===== src/rtl/processor.sv =====
// processor -- single-cycle 32-bit core for the MIPS-style teaching ISA.
//
// Holds only the PC register, the instruction decode and the ALU. Instruction
// memory, data memory and the register file live outside and are accessed
// combinationally within the same cycle. Their writes commit on the same
// rising edge that advances the PC.
//
// Ports
//   clock, reset        master clock; synchronous active-high reset
//   out_PC, in_PC       current PC and the value loaded at the next edge
//   address_imem/q_imem instruction fetch (address = PC)
//   address_dmem/data/wren/q_dmem   data memory access (sw writes, lw reads)
//   ctrl_writeEnable/ctrl_writeReg/data_writeReg   regfile write port
//   ctrl_readRegA/B, data_readRegA/B                regfile read ports
module processor (
    input  logic        clock,
    input  logic        reset,
    output logic [11:0] out_PC,
    output logic [11:0] in_PC,
    output logic [11:0] address_imem,
    input  logic [31:0] q_imem,
    output logic [11:0] address_dmem,
    output logic [31:0] data,
    output logic        wren,
    input  logic [31:0] q_dmem,
    output logic        ctrl_writeEnable,
    output logic [4:0]  ctrl_writeReg,
    output logic [4:0]  ctrl_readRegA,
    output logic [4:0]  ctrl_readRegB,
    output logic [31:0] data_writeReg,
    input  logic [31:0] data_readRegA,
    input  logic [31:0] data_readRegB
);

    localparam logic [4:0] OP_RTYPE = 5'b00000;
    localparam logic [4:0] OP_ADDI  = 5'b00101;
    localparam logic [4:0] OP_SW    = 5'b00111;
    localparam logic [4:0] OP_LW    = 5'b01000;

    localparam logic [4:0] ALU_ADD  = 5'b00000;
    localparam logic [4:0] ALU_SUB  = 5'b00001;
    localparam logic [4:0] ALU_AND  = 5'b00010;
    localparam logic [4:0] ALU_OR   = 5'b00011;
    localparam logic [4:0] ALU_SLL  = 5'b00100;
    localparam logic [4:0] ALU_SRA  = 5'b00101;

    // Overflow status codes written to r30 in place of the real result.
    localparam logic [4:0]  OVF_REG       = 5'd30;
    localparam logic [31:0] OVF_CODE_ADD  = 32'd1;
    localparam logic [31:0] OVF_CODE_ADDI = 32'd2;
    localparam logic [31:0] OVF_CODE_SUB  = 32'd3;

    typedef struct packed {
        logic [4:0]  opcode;
        logic [4:0]  rd;
        logic [4:0]  rs;
        logic [4:0]  rt;
        logic [4:0]  shamt;
        logic [4:0]  aluop;
        logic [31:0] imm;   // sign-extended imm[16:0]
    } dec_t;

    logic [11:0] pc;
    dec_t        dec;

    // ------------------------------------------------------------------
    // PC register
    // ------------------------------------------------------------------
    always_ff @(posedge clock) begin
        if (reset) pc <= 12'd0;
        else       pc <= pc + 12'd1;   // wraps 4095 -> 0 naturally
    end

    assign out_PC       = pc;
    assign address_imem = pc;
    assign in_PC        = reset ? 12'd0 : pc + 12'd1;

    // ------------------------------------------------------------------
    // Decode
    // ------------------------------------------------------------------
    always_comb begin
        dec.opcode = q_imem[31:27];
        dec.rd     = q_imem[26:22];
        dec.rs     = q_imem[21:17];
        dec.rt     = q_imem[16:12];
        dec.shamt  = q_imem[11:7];
        dec.aluop  = q_imem[6:2];
        dec.imm    = {{15{q_imem[16]}}, q_imem[16:0]};
    end

    logic is_r, is_addi, is_sw, is_lw;
    assign is_r    = (dec.opcode == OP_RTYPE);
    assign is_addi = (dec.opcode == OP_ADDI);
    assign is_sw   = (dec.opcode == OP_SW);
    assign is_lw   = (dec.opcode == OP_LW);

    // sw reads the value to store through port B using the rd field.
    assign ctrl_readRegA = dec.rs;
    assign ctrl_readRegB = is_sw ? dec.rd : dec.rt;

    // ------------------------------------------------------------------
    // ALU
    // ------------------------------------------------------------------
    logic [31:0] op_a, op_b, alu_res;
    logic        r_valid, ovf;

    assign op_a = data_readRegA;
    assign op_b = is_r ? data_readRegB : dec.imm;

    always_comb begin
        alu_res = 32'd0;
        r_valid = 1'b1;
        ovf     = 1'b0;
        if (is_r) begin
            case (dec.aluop)
                ALU_ADD: begin
                    alu_res = op_a + op_b;
                    ovf     = (op_a[31] == op_b[31]) && (alu_res[31] != op_a[31]);
                end
                ALU_SUB: begin
                    alu_res = op_a - op_b;
                    ovf     = (op_a[31] != op_b[31]) && (alu_res[31] != op_a[31]);
                end
                ALU_AND: alu_res = op_a & op_b;
                ALU_OR:  alu_res = op_a | op_b;
                ALU_SLL: alu_res = op_a << dec.shamt;
                ALU_SRA: alu_res = $unsigned($signed(op_a) >>> dec.shamt);
                default: r_valid = 1'b0;
            endcase
        end else begin
            // addi, lw and sw all form rs + sext(imm); only addi flags overflow.
            alu_res = op_a + op_b;
            ovf     = is_addi && (op_a[31] == op_b[31]) && (alu_res[31] != op_a[31]);
        end
    end

    assign address_dmem = alu_res[11:0];
    assign data         = data_readRegB;

    // ------------------------------------------------------------------
    // Writeback / memory control
    // ------------------------------------------------------------------
    logic        wr_inst;
    logic [4:0]  wb_reg;
    logic [31:0] wb_data;

    assign wr_inst = (is_r && r_valid) || is_addi || is_lw;

    always_comb begin
        wb_reg  = dec.rd;
        wb_data = is_lw ? q_dmem : alu_res;
        if (ovf) begin
            wb_reg = OVF_REG;
            if (is_addi)                   wb_data = OVF_CODE_ADDI;
            else if (dec.aluop == ALU_SUB) wb_data = OVF_CODE_SUB;
            else                           wb_data = OVF_CODE_ADD;
        end
    end

    assign ctrl_writeReg    = wb_reg;
    assign data_writeReg    = wb_data;
    // r0 writes are dropped unless redirected to r30 by overflow.
    assign ctrl_writeEnable = !reset && wr_inst && (wb_reg != 5'd0);
    assign wren             = !reset && is_sw;

endmodule


===== config.mk =====
export PLATFORM = sky130hd
export DESIGN_NAME = processor
export DESIGN_NICKNAME = d
export VERILOG_FILES = /design/src/rtl/processor.sv
export SDC_FILE = /design/constraint.sdc
export NUM_CORES = 1
export LEC_CHECK = 0
export BUFFER_PORTS_ARGS = -buffer_cell sky130_fd_sc_hd__buf_2
export CAP_MARGIN = 10
export CORE_MARGIN = 3
export CORE_UTILIZATION = 45
export CTS_CLUSTER_SIZE = 8
export DETAILED_ROUTE_END_ITERATION = 16
export HOLD_SLACK_MARGIN = 0.15
export PLACE_DENSITY = 0.8
export SYNTH_ARGS = -nofsm -noshare
export SYNTH_HDL_FRONTEND = slang
export SYNTH_SLANG_ARGS = --single-unit

===== constraint.sdc =====
create_clock -name clock -period 7.7 [get_ports clock]
set_clock_uncertainty 0.15 [all_clocks]
set_input_delay 1.54 -clock clock [delete_from_list [all_inputs] [get_ports clock]]
set_output_delay 1.54 -clock clock [all_outputs]
set_load 0.02 [all_outputs]

# --- Yosys cells after proc, flatten, opt, wreduce, memory -nomap -nowiden ---
# Cells that the tools add are included.
word_totals:
  inputBits: 130
  out_inout_bits: 129
  elab_cells: 49
  reg_bits: 12
  memories: 0
  latch_bits: 0
  ram_bits: 0
  mem_bits_ro: 0
classes:
  multipliers: 0
  n_eq_ne: 12
  n_shift: 2
  n_reduce_logical: 15
  muxes: 14
  n_div: 0
  magnitude_cmp: 0
  n_addsub: 3
  bitwise: 2
op_table:
  columns: ["operator", "n"]
  rows:
  - ["$pmux 32 s6", 1]
  - ["$mux 32", 4]
  - ["$add 32x32->32", 1]
  - ["$and 32x32->32", 1]
  - ["$or 32x32->32", 1]
  - ["$shl 32x5->32", 1]
  - ["$sshr 32x5->32", 1]
  - ["$sub 32x32->32", 1]
  - ["$eq 5x3->1 const B", 4]
  - ["$add 12x1->12 const B", 1]
  - ["$mux 12", 1]
  - ["$eq 5x2->1 const B", 2]
  - ["$logic_not 5->1", 2]
  - ["$mux 5", 2]
  - ["$logic_and 1x1->1", 8]
  - ["$reduce_or 6->1", 1]
  - ["$eq 5x1->1 const B", 1]
  - ["$eq 5x4->1 const B", 1]
  - ["$reduce_bool 5->1", 1]
  - ["$mux 2", 2]
  - ["$mux 1", 3]
  - ["$ne 1x1->1", 3]
  - ["$logic_or 1x1->1", 2]
  - ["$pmux 1 s2", 1]
  - ["2 further kinds", 2]

# --- Longest topological paths before layout ---
logic_depth:
  depth_word: 10
  depth_mapped: 20
  mapped_depth_nobuf: 16

# --- Least setup slack after synthesis ---
# OpenSTA, ideal clock, no wires.
synth_path:
  path_type: "input -> output"
  start: "input q_imem[28]"
  end: "output data_writeReg[16]"
  cell_stages: 20
  arrival_time_ns: 5.931
  path_buffers: 5
  required_ns: 6.010
  slack_ns: 0.079
  cell_sequence: "or4_1 -> clkbuf_1 -> nor2_1 -> clkbuf_1 -> buf_1 -> nand2_1 -> nand2_1 -> inv_1 -> ha_1 -> buf_2 -> o211ai_1 -> o21a_1 -> a2111oi_2 -> o21ai_0 -> a21oi_1 -> a21oi_1 -> xnor2_1 -> a22o_1 -> buf_2 -> a211oi_1"
synth_via:
  elab_chain_len: 8
  word_cells_on_any_way: 22
  cone_classes: "add/sub (2); eq/ne (6); mux (7); bitwise (2); reduce/logical (5)"
synth_rtl:
  columns: ["element", "line", "text"]
  rows:
  - ["start, declared", "21", "input logic [31:0] q_imem,"]
  - ["$logic_not 5->1", "92", "assign is_r = (dec.opcode == OP_RTYPE);"]
  - ["$mux 32", "108", "assign op_b = is_r ? data_readRegB : dec.imm;"]
  - ["$sub 32x32->32 / $add 32x32->32 (equally long branches)", "121, 117, 132", null]
  - ["$ne 1x1->1, on equally long branches", "122, 118, 133", null]
  - ["$logic_and 1x1->1, on equally long branches", "122, 118", null]
  - ["$pmux 1 s2", "115", "case (dec.aluop)"]
  - ["$mux 1", "114", "if (is_r) begin"]
  - ["$mux 32 (*)", "152", "if (ovf) begin"]
  - ["end, declared", "30", "output logic [31:0] data_writeReg,"]
# Mark *: on every way between the ends. The rest lies on a longest branch, timed or not.

# --- Final worst setup path ---
layout_path:
  start: "input q_imem[28]"
  end: "output data_writeReg[21]"
# Same word-level chain as after synthesis.

==> results.json <==
{
  "status": "complete, no violations",
  "min_path_type": "reg2reg",
  "ys.warnings.count": 0,
  "cts_buffers": 3,
  "fmax_mhz": 130.6,
  "internal_power_mw": 0.5358,
  "dieArea_mm2": 0.02542,
  "drive_gt1_frac": 0.2601,
  "crit_type": "in2out",
  "die_y_um": 159.4,
  "setup_viol": 0,
  "dp_hpwl_mm": 41.72,
  "cts_sinks": 12,
  "drtIter0Drc": 1607,
  "cts_tree": "yes",
  "hold_viol": 0,
  "ys_seq_area_frac": 0.02267,
  "power_mw": 1.236,
  "syn2layout_area_growth_pct": 15.12,
  "hold_ws_ns": 0.3842,
  "portBuffers": 248,
  "ys_types": 78,
  "rows": 55,
  "ys_seq_elements": 12,
  "syn_area_per_cell_um2": 7.012,
  "p_comb_frac": 0.862,
  "drtPass1Iterations": 8,
  "num-fill-cells": 2348,
  "synthFlopType": "dfxtp_1",
  "grt_pass1_wl_mm": 76.64,
  "switching_power_mw": 0.6998,
  "r2r_start": "address_imem[3]",
  "power_density_mw_per_mm2": 101.3,
  "num_io_pins": 259,
  "place_congestion": 1.078,
  "ys_async_sr_fraction": 0,
  "reg2reg_depth": 5,
  "largest_reg_flops": 12,
  "drt-wirelength-per-cell_um": 26.16,
  "relSlewSlack": 0.1470,
  "syn_area_mm2": 0.01060,
  "core_mm2": 0.02292,
  "synth_edf_count": 0,
  "r2r_slack_ns": 5.71,
  "start_util": 0.4624,
  "crit_start": "q_imem[28]",
  "antenna_cells": 0,
  "hold_path_depth": 2,
  "maxSlewViolCount": 0,
  "mostFrequentLayoutCells": "247 x buf_2, 171 x nor2_1, 148 x nand2_1, 140 x a21oi_1, 106 x ha_1",
  "fin_crit_ns": 7.655,
  "cts_max_path_buffers": 2,
  "hold_start": "address_imem[11]",
  "grt_pass1_vias": 12400,
  "final_common_cell": "buf_2",
  "cap_violations": 0,
  "grt_max_degree": 77,
  "rsz0062_at_grt": "true",
  "worstSkewPairLatency_ns": 0.24,
  "tightest_slew_ns": 1.266,
  "post-route-util": 0.5322,
  "end_kind": "output port",
  "synthCells": 1511,
  "h-tree-depth": 1,
  "holdPathEnd": "address_imem[11]",
  "vias": 13230,
  "vias_per_cell": 6.613,
  "layout.nets": 1928,
  "fin_crit_sh": 0.9942,
  "antenna_found_initial": 0,
  "required_ns": 6.01,
  "seq_power_share": 0.053,
  "cp_max_fo": 17,
  "postRouteAntennaNets": 0,
  "clock-root-buffer": "clkbuf_16",
  "routed_wirelength_mm": 52.35,
  "worstSetupStartpointType": "input port",
  "power.leakage_nw": 5.713,
  "vdd_drop_max_v": 0.00009331,
  "syn-num-nets": 1750,
  "hold_buffers": 0,
  "clkSlewWorstSetupHoldPaths_ns": 0.04,
  "swShare": 0.5664,
  "reg2reg_to": "address_imem[10]",
  "dieWidth_um": 159.4,
  "clockPowerShare": 0.086,
  "grt_overflow": 0,
  "cp.arrival_ns": 5.97,
  "track_usage": 0.3835,
  "drc": 0
}
==> power by group through the flow <==
stage | clock network (mW) | logic, mW | registers, mW
global placement | 0 | 1.02 | 0.0663
global route | 0.109 | 1.13 | 0.0656
finish | 0.106 | 1.06 | 0.0655
floorplan | 0 | 0.678 | 0.0679
CTS | 0.107 | 1.03 | 0.0654
detailed placement | 0 | 1.02 | 0.0665
==> cell usage after synthesis (all sizes together) (10+ instances only) <==
| cell | instances | share of area |
|---|---|---|
| nor2 | 173 | 0.061 |
| nand2 | 148 | 0.052 |
| a21oi | 141 | 0.067 |
| ha | 107 | 0.13 |
| inv | 96 | 0.034 |
| o21ai | 95 | 0.045 |
| buf | 81 | 0.049 |
| clkbuf | 70 | 0.025 |
| mux2i | 55 | 0.052 |
| mux4 | 52 | 0.11 |
| xnor2 | 35 | 0.029 |
| a211oi | 34 | 0.025 |
| a21o | 31 | 0.022 |
| nor3 | 29 | 0.014 |
| mux2 | 26 | 0.028 |
| nand3 | 26 | 0.012 |
| a221oi | 22 | 0.019 |
| o211ai | 19 | 0.013 |
| nand2b | 18 | 0.011 |
| nor4 | 16 | 0.011 |
| a22oi | 15 | 0.011 |
| xor2 | 15 | 0.012 |
| nor2b | 14 | 0.0083 |
| o21bai | 14 | 0.0099 |
| and3 | 13 | 0.0077 |
| a31oi | 12 | 0.0085 |
| dfxtp | 12 | 0.023 |
| o21a | 12 | 0.0085 |
| a221o | 11 | 0.010 |
| nand4 | 10 | 0.0059 |
==> worst max-delay path by stage <==
stage	endpoint	slack, ns
after floorplan	data_writeReg[16]	0.08
after global placement	data_writeReg[24]	0.12
after detailed placement	data_writeReg[24]	0.13
after CTS	data_writeReg[24]	0.09
after global routing	data_writeReg[21]	-0.05
final	data_writeReg[21]	0.04
==> through the flow <==
step	instances	setup TNS (ns)	instance area (um2)	worst slack [ns]
after floorplan	1511	0	10600	0.07897
after global placement	1994	0	12040	0.1221
after detailed placement	1994	0	12040	0.1350
after CTS	1998	0	12130	0.09239
after global routing	2001	-0.08473	12200	-0.05417
final	2001	0	12200	0.04487
==> timing repair <==
item,CTS,global route
resized for setup,0,8
setup buffers,0,2
setup endpoints to repair,0,26
==> critical path, cell delays in order <==
cell,delay [ns]
buf_2,0.12
or4_1,0.59
nor2_4,0.17
buf_12,0.18
nand2_1,0.07
nand2_1,0.11
inv_1,0.11
ha_1,0.31
a211oi_1,0.31
o21a_1,0.29
a21oi_1,0.20
a31o_2,0.30
a31o_2,0.29
a21o_1,0.20
o211ai_1,0.20
a21oi_1,0.10
a2111oi_2,0.57
buf_2,0.27
==> layer usage <==
layer	vias up	global-route usage	wire, um
li1	5850	-	-
met1	6213	0.4911	20230
met2	962	0.6173	23220
met3	208	0.07882	5709
met4	0	0.1834	3196
met5	-	0	0
==> logic make-up after synthesis <==
group / synth area share
AOI/OAI and AO/OA: 0.3095
and+or+nand+nor: 0.1980
xor gates and xnor gates: 0.04133
buffers and inverters: 0.1082
muxes: 0.1901
DFF: 0.02267
adders and majority gates: 0.1301
==> final cells by class <==
type,instances,area [um2],area share
Tap cell,313,391.6,0.03211
Timing Repair Buffer,324,1844,0.1512
Clock buffer,4,88.84,0.007284
Sequential cell,12,240.2,0.01970
Multi-Input combinational cell,1251,9268,0.7598
Inverter,97,364.1,0.02985
No activity file was read; power rests on OpenSTA's default activity.
